$ cat src/rtl/uart_rx_fifo.sv
// 8N1 UART receiver feeding a 2^DEPTH_LOG2-byte FIFO, with sticky overrun and framing flags.
// The head byte is read combinationally so the core can sample it in the same cycle it pops.
module uart_rx_fifo #(
    parameter int DIV        = 104,
    parameter int DEPTH_LOG2 = 4
) (
    input  logic       clk,
    input  logic       resetq,
    input  logic       rx,
    input  logic       rd,
    input  logic       clr_err,
    output logic       valid,
    output logic [7:0] data,
    output logic       overrun,
    output logic       frame_err
);

    localparam int DIVW  = $clog2(DIV);
    localparam int DEPTH = 1 << DEPTH_LOG2;
    localparam logic [DIVW-1:0]       DIV_HALF = DIVW'(DIV / 2 - 1);
    localparam logic [DIVW-1:0]       DIV_FULL = DIVW'(DIV - 1);
    localparam logic [DEPTH_LOG2:0]   CNT_FULL = (DEPTH_LOG2 + 1)'(DEPTH);

    typedef enum logic [1:0] {
        ST_IDLE  = 2'd0,
        ST_START = 2'd1,
        ST_DATA  = 2'd2,
        ST_STOP  = 2'd3
    } state_t;

    logic                  rx_meta_r;
    logic                  rx_s_r;
    state_t                state_r;
    state_t                state_s;
    logic [DIVW-1:0]       div_r;
    logic [DIVW-1:0]       div_s;
    logic [2:0]            bit_cnt_r;
    logic [2:0]            bit_cnt_s;
    logic [7:0]            shift_r;
    logic [7:0]            shift_s;
    logic                  push_s;
    logic                  ferr_set_s;

    logic [7:0]            mem_r [DEPTH];
    logic [DEPTH_LOG2-1:0] wptr_r;
    logic [DEPTH_LOG2-1:0] rptr_r;
    logic [DEPTH_LOG2:0]   count_r;
    logic [DEPTH_LOG2:0]   count_s;
    logic                  full_s;
    logic                  pop_s;
    logic                  push_ok_s;
    logic                  ovr_set_s;
    logic                  overrun_r;
    logic                  frame_err_r;

    // Receiver next-state: samples mid-bit using a divider counted down from the start edge.
    always_comb begin
        state_s    = state_r;
        div_s      = div_r;
        bit_cnt_s  = bit_cnt_r;
        shift_s    = shift_r;
        push_s     = 1'b0;
        ferr_set_s = 1'b0;
        case (state_r)
            ST_IDLE: begin
                if (!rx_s_r) begin
                    state_s = ST_START;
                    div_s   = DIV_HALF;
                end else begin
                    state_s = ST_IDLE;
                end
            end
            ST_START: begin
                if (div_r == {DIVW{1'b0}}) begin
                    if (!rx_s_r) begin
                        state_s   = ST_DATA;
                        div_s     = DIV_FULL;
                        bit_cnt_s = 3'd0;
                    end else begin
                        state_s = ST_IDLE;
                    end
                end else begin
                    div_s = div_r - 1'b1;
                end
            end
            ST_DATA: begin
                if (div_r == {DIVW{1'b0}}) begin
                    shift_s   = {rx_s_r, shift_r[7:1]};
                    div_s     = DIV_FULL;
                    bit_cnt_s = bit_cnt_r + 1'b1;
                    if (bit_cnt_r == 3'd7) begin
                        state_s = ST_STOP;
                    end else begin
                        state_s = ST_DATA;
                    end
                end else begin
                    div_s = div_r - 1'b1;
                end
            end
            ST_STOP: begin
                if (div_r == {DIVW{1'b0}}) begin
                    state_s    = ST_IDLE;
                    push_s     = rx_s_r;
                    ferr_set_s = ~rx_s_r;
                end else begin
                    div_s = div_r - 1'b1;
                end
            end
            default: begin
                state_s = ST_IDLE;
            end
        endcase
    end

    // FIFO control: a push into a full FIFO survives only if a pop frees the head slot this cycle.
    always_comb begin
        full_s    = (count_r == CNT_FULL);
        pop_s     = rd && valid;
        push_ok_s = push_s && (!full_s || pop_s);
        ovr_set_s = push_s && full_s && !pop_s;
        if (push_ok_s && !pop_s) begin
            count_s = count_r + 1'b1;
        end else if (pop_s && !push_ok_s) begin
            count_s = count_r - 1'b1;
        end else begin
            count_s = count_r;
        end
    end

    // Synchronizer, receiver, FIFO pointers and sticky flags.
    always_ff @(posedge clk or negedge resetq) begin
        if (!resetq) begin
            rx_meta_r   <= 1'b1;
            rx_s_r      <= 1'b1;
            state_r     <= ST_IDLE;
            div_r       <= {DIVW{1'b0}};
            bit_cnt_r   <= 3'd0;
            shift_r     <= 8'h00;
            wptr_r      <= {DEPTH_LOG2{1'b0}};
            rptr_r      <= {DEPTH_LOG2{1'b0}};
            count_r     <= {(DEPTH_LOG2 + 1){1'b0}};
            overrun_r   <= 1'b0;
            frame_err_r <= 1'b0;
        end else begin
            rx_meta_r <= rx;
            rx_s_r    <= rx_meta_r;
            state_r   <= state_s;
            div_r     <= div_s;
            bit_cnt_r <= bit_cnt_s;
            shift_r   <= shift_s;
            count_r   <= count_s;
            if (push_ok_s) begin
                wptr_r <= wptr_r + 1'b1;
            end
            if (pop_s) begin
                rptr_r <= rptr_r + 1'b1;
            end
            // Set events take priority over a same-cycle clear.
            if (ovr_set_s) begin
                overrun_r <= 1'b1;
            end else if (clr_err) begin
                overrun_r <= 1'b0;
            end
            if (ferr_set_s) begin
                frame_err_r <= 1'b1;
            end else if (clr_err) begin
                frame_err_r <= 1'b0;
            end
        end
    end

    // Byte storage; contents deliberately survive reset.
    always_ff @(posedge clk) begin
        if (push_ok_s) begin
            mem_r[wptr_r] <= shift_r;
        end
    end

    assign valid     = (count_r != {(DEPTH_LOG2 + 1){1'b0}});
    assign data      = valid ? mem_r[rptr_r] : 8'h00;
    assign overrun   = overrun_r;
    assign frame_err = frame_err_r;

endmodule

$ cat config.mk
export PLATFORM = sky130hd
export DESIGN_NAME = uart_rx_fifo
export DESIGN_NICKNAME = d
export VERILOG_FILES = /design/src/rtl/uart_rx_fifo.sv
export SDC_FILE = /design/constraint.sdc
export NUM_CORES = 1
export LEC_CHECK = 0
export BUFFER_PORTS_ARGS = -buffer_cell sky130_fd_sc_hd__buf_2
export CORE_MARGIN = 1
export CORE_UTILIZATION = 41
export CTS_CLUSTER_DIAMETER = 40
export CTS_CLUSTER_SIZE = 14
export DETAILED_ROUTE_END_ITERATION = 16
export PLACE_DENSITY = 0.59
export REMOVE_ABC_BUFFERS = 1
export SLEW_MARGIN = 30
export SYNTH_ARGS = -nofsm -noshare
export SYNTH_HDL_FRONTEND = slang
export SYNTH_SLANG_ARGS = --single-unit
$ cat constraint.sdc
create_clock -name clk -period 2.8 [get_ports clk]
set_input_delay 0.84 -clock clk [delete_from_list [all_inputs] [get_ports clk]]
set_output_delay 0.84 -clock clk [all_outputs]
set_load 0.05 [all_outputs]
## After elaboration in Yosys (flattened, before gate mapping)

Memories as Yosys holds them, arrays and structs flattened.
Index checks and enable logic that the tools add are counted.
Widths: inputs -> output; s select.

- Output and inout bits: 11
- Memories: 1
- Register bits after elaboration: 37
- Memory bits (read-only): 0
- Bits in latches: 0
- Bits in writable memories: 128

Memory list:

| memory | depth | bits a word | rd ports | clocked after Yosys merged registers in | wr ports | line | text |
|---|---|---|---|---|---|---|---|
| mem_r | 16 | 8 | 1 | 0 | 1 | 44 | `logic [7:0] mem_r [DEPTH];` |

- Multiplexer cells: 29
- Add/sub/neg operators: 6
- Eq/ne operators: 12
- Bitwise operators: 1
- Multipliers: 0
- Reductions and logical operators: 21
- Order comparisons: 0
- Shifts and indexed selects: 0
- Div/mod/pow operators: 0

Operators by type and width:

| cell | count |
|---|---|
| $mux 7 | 5 |
| $pmux 7 s4 | 1 |
| $ne 2x2->1 const B | 6 |
| $mux 1 | 11 |
| $mux 5 | 2 |
| $mux 3 | 3 |
| $add 4x1->4 const B | 2 |
| $mux 2 | 4 |
| $mux 8 | 1 |
| $pmux 2 s4 | 1 |
| $reduce_bool 2->1 | 4 |
| $logic_not 7->1 | 1 |
| $sub 7x1->7 const B | 1 |
| $logic_and 1x1->1 | 6 |
| $pmux 3 s2 | 1 |
| $reduce_and 3->1 | 2 |
| $add 5x1->5 const B | 1 |
| $eq 5x5->1 const B | 1 |
| $reduce_bool 5->1 | 1 |
| $sub 5x1->5 const B | 1 |
| $eq 2x2->1 const B | 2 |
| $reduce_and 4->1 | 1 |
| $add 3x1->3 const B | 1 |
| $eq 3x3->1 const B | 1 |
| 7 further kinds | 9 |

## Logic depth before layout (Yosys ltp)

- Depth after elaboration: 8
- Mapped depth: 14
- Gate-level depth less buffers: 12

## Worst setup path after synthesis

No wires, ideal clock.

- Path kind: flip-flop to output port
- Start point: reg count_r[0]
- End point: out data[6]
- Path slack: -0.102 ns
- Required time: 1.960 ns
- Arrival: 2.062 ns
- Stages on the path, launching flop included: 5
- Cells stage by stage: dfrtp_1 > nor4_1 > nand2b_1 > nand2_1 > o22ai_1

- Longest elaborated chain between the ends: 2

RTL lines:

| item | line | text |
|---|---|---|
| from (decl) | 47 | `logic [DEPTH_LOG2:0] count_r;` |
| from (signal assigned) | 141 | `count_r <= {(DEPTH_LOG2 + 1){1'b0}};` |
| from (signal assigned) | 151 | `count_r <= count_s;` |
| $reduce_bool 5->1 | 179 | `assign valid = (count_r != {(DEPTH_LOG2 + 1){1'b0}});` |
| named net valid | 12 | `output logic valid,` |
| $mux 8 | 180 | `assign data = valid ? mem_r[rptr_r] : 8'h00;` |
| to (decl) | 13 | `output logic [7:0] data,` |

The timed path passes the listed nets, and every way through them passes these cells.

## Worst setup path in the final report

- Start point: reg rptr_r[0]
- End point: out data[4]

- Longest elaborated chain between the ends: 2

RTL lines:

| item | line | text |
|---|---|---|
| from (decl) | 46 | `logic [DEPTH_LOG2-1:0] rptr_r;` |
| from (signal assigned) | 140 | `rptr_r <= {DEPTH_LOG2{1'b0}};` |
| from (signal assigned) | 156 | `rptr_r <= rptr_r + 1'b1;` |
| $mem_v2 16x8 | -- |  |
| $mux 8 | 180 |  |

No other way between the ends.

==> results.md <==
* Syn Area/Cell at between 15 and 20 um^2
* Routed via count at 3752
* Post-route clock period utilization at 105%
* Post-DP Area at 0.00752 mm^2
* Clock Tree Buf Depth at 2
* Slowest cell on crit path: mux4_2
* Tot Pwr at 4920 uW
* Final setup viols at 8
* Min-Delay Path Class: reg -> reg
* CP Max Fanout at 7
* Count leader, synth: edfxtp_1
* Critical path's top delay family: multiplexers
* Hold Startpoint: rx_meta_r$_DFF_PN1_
* GRT Total Usage at around 17%
* Worst setup SP type: flip-flop
* Unique masters post-synth at 52
* Slew headroom at 56.0%
* Clock slew at reported path FFs at ~60 ps
* Unrepaired setup endpoints after global routing: true
* Origin of the critical flop-to-flop path: div_r[0]$_DFFE_PN0P_
* Critical path origin: rptr_r[0]$_DFFE_PN0N_
* Ant diodes at 0
* Crit path kind: reg -> out
* Max incr delay on CP at roughly 540 ps
* Storage cell area at around 0.0048 mm^2
* Static Leakage at 0.00327 uW
* Top sig layer: met4
* Power density cells at 588 mW/mm^2
* Element type at the critical path end: output pin
* Max Clock Freq at about 0.34 GHz
* Arr. time, crit path at about 2100 ps
* Hold Fails Final Rpt at 0
* TritonCTS buffer count at 17
* VDD IR max at 0.486 mV
* DR WL met3 at between 400 and 500 um
* Fraction of registers with async set/reset at between 20% and 30%
* Crit path buf inv count at 3
* CTS Hold Bufs at 0
* Clk_skew at 8.03 ps
* Core box area at approximately 0.017 mm^2
* Multi-input combinational cell area at 0.00229 mm^2
* Worst-Margin Slew at around 660 ps
* Number of global-route vias before repair at 3824
* Wire length of the first global-routing pass at between 20000 and 25000 um
* Clock latency at the later pin of the worst-skew pair at around 420 ps
* Share of cells above drive strength 1 at 31.7%
* Post-Syn Instances at 408
* Finished Core Util at about half
* Initial Utilization at roughly 42%
* Vias per inst at ~5.5
* Met2 wire length at between 6000 and 7000 um
* Final net count at approximately 470
* DRC viols at 0
* CTS tree: yes
* Avg WL per Cell at between 20 and 25 um
* Die height at around 130 um
* CTS Sinks at 165
* I/O Pins at 16
* Post-DRT Antenna Nets at 0
* Predominant post-synthesis flop cell: edfxtp_1
* Critical Path RT at about 2000 ps
* Synth cell count leaders: edfxtp_1 (128), dfrtp_1 (35), mux4_2 (32)
* Detailed placer's ending HPWL at approximately 8700 um
* Number of synthesized flops with an enable pin at approximately 130
* Max-slew violations at 0
* Setup ws final at -143 ps
* Sequential area share after synthesis at roughly 67%
* Syn-to-layout area delta at 17.9%
* Outcome: complete, but fails checks
* Synth area leaders: edfxtp_1 (54%), dfrtp_1 (12%), mux4_2 (10%)
* Max Cap Viol at 0
* Post-synth top area share at 54.1%
* Routed met1 length at roughly 6400 um
* Critical-path cell list: buf_12 -> buf_12 -> mux4_2 -> mux2i_2 -> o22ai_2 -> buf_6
* Cell Area, Synth at a little over 0.007 mm^2
* TritonRoute pass-1 iters at 4
* Htree depth at 4
* Row Count at between 40 and 50
* Die width at between 100 and 150 um
* Initial drt markers at 236
* Synth area leader: edfxtp_1
* Routed wire length at 14000 um
* GPL Wtd Cong at approximately 0.81
* Yosys warning count at 0
* Largest net degree at the start of global routing at 30
* Global route overflow at 0
* Tmin final at slightly below 3000 ps
* Root Driver: clkbuf_16
* PortBufs at 15
* Failing checks: setup timing
* Area of the die at approximately 0.018 mm^2
* #FFs+latches synth at roughly 170
* Setup WS pre-CTS at -6.83 ps
* Initial antenna violation count at 0
* # fillers at between 1k and 1.5k
* Most common cell on crit path: buf_12
* Post-route cell area at 0.00837 mm^2
==> routing by layer <==
metal / track usage [%] / vias to the layer above
met1: 23.0 / 1953
met2: 26.8 / 79
li1: - / 1705
met4: 5.68 / 0
met5: 0 / -
met3: 4.76 / 15
==> area by class of cell <==
type | instances | area share (%)
flip-flops and latches | 165 | 57.0
multi-input cells | 206 | 27.4
clock buffers | 18 | 5.13
repair buffers | 41 | 4.81
well taps | 220 | 3.29
clock inverters | 14 | 1.79
inverters | 13 | 0.583
==> timing repair <==
| action | 4_1_cts | 5_1_grt |
|---|---|---|
| buffers inserted | 1 | 4 |
| cloned | 0 | 2 |
| setup endpoints to repair | 9 | 9 |
| gates resized for setup | 16 | 23 |
| pin swaps | 0 | 5 |
==> registers in the layout, summed over array words and instances (netlist names), named ones only <==
name / count
div_r: 7
rptr_r: 4
mem_r: 128
rx_meta_r: 1
state_r: 1
rx_s_r: 1
overrun: 1
count_r: 5
shift_r: 8
bit_cnt_r: 3
frame_err: 1
wptr_r: 4
==> report_power, final <==
part	total, uW	internal [uW]	switching, uW
Clock	2290	1320	961
Sequential	2610	2610	0.924
Combinational	22.6	6.92	15.6
Total	4920	3940	978
==> placed cells by master, fill, tap and decap left out, types with 5 or more instances in the layout <==
| cell type | count |
|---|---|
| xnor2_1 | 9 |
| buf_2 | 7 |
| nand2_1 | 9 |
| nor3_1 | 5 |
| ha_1 | 16 |
| nand3_1 | 8 |
| mux4_2 | 32 |
| dfrtp_1 | 34 |
| edfxtp_1 | 128 |
| o22ai_1 | 7 |
| buf_4 | 23 |
| o21ai_0 | 11 |
| inv_1 | 12 |
| buf_12 | 5 |
| nor2_1 | 6 |
| a211oi_1 | 5 |
| and4b_1 | 8 |
| clkbuf_16 | 19 |
| mux2_2 | 12 |
| mux2i_1 | 12 |
==> through the flow <==
step	TNS, ps	hold slack, ps	cells
after global routing	-1740	365	677
after global placement	0	347	638
after floorplan	-8250	345	384
after CTS	-1620	361	671
after detailed placement	-6.83	351	638
final	-1070	360	677
==> cell families (layout without fill, tap and decap cells) <==
logic type                 Yosys count  in the layout  synth area share [%]
adders and majority gates           19             19                  3.45
and+or+nand+nor                     64             64                  6.18
AOI/OAI and AO/OA                   49             49                  4.63
buffers and inverters               37             86                  2.43
muxes                               64             64                  14.9
xor gates and xnor gates            10             10                  1.23
DFF                                165            165                  67.2
==> worst paths after layout <==
check,to,slack [ps],cells past startpoint
max in group asynchronous,wptr_r[3]$_DFFE_PN0P_,1800,2
min reg2reg,rx_s_r$_DFF_PN1_,360,0
min,rx_s_r$_DFF_PN1_,360,0
min in group asynchronous,bit_cnt_r[2]$_DFFE_PN0P_,390,1
max,data[4],-140,6
max reg2reg,count_r[4]$_DFFE_PN0P_,130,12
Note: power is estimated with default switching activity, not from simulation.
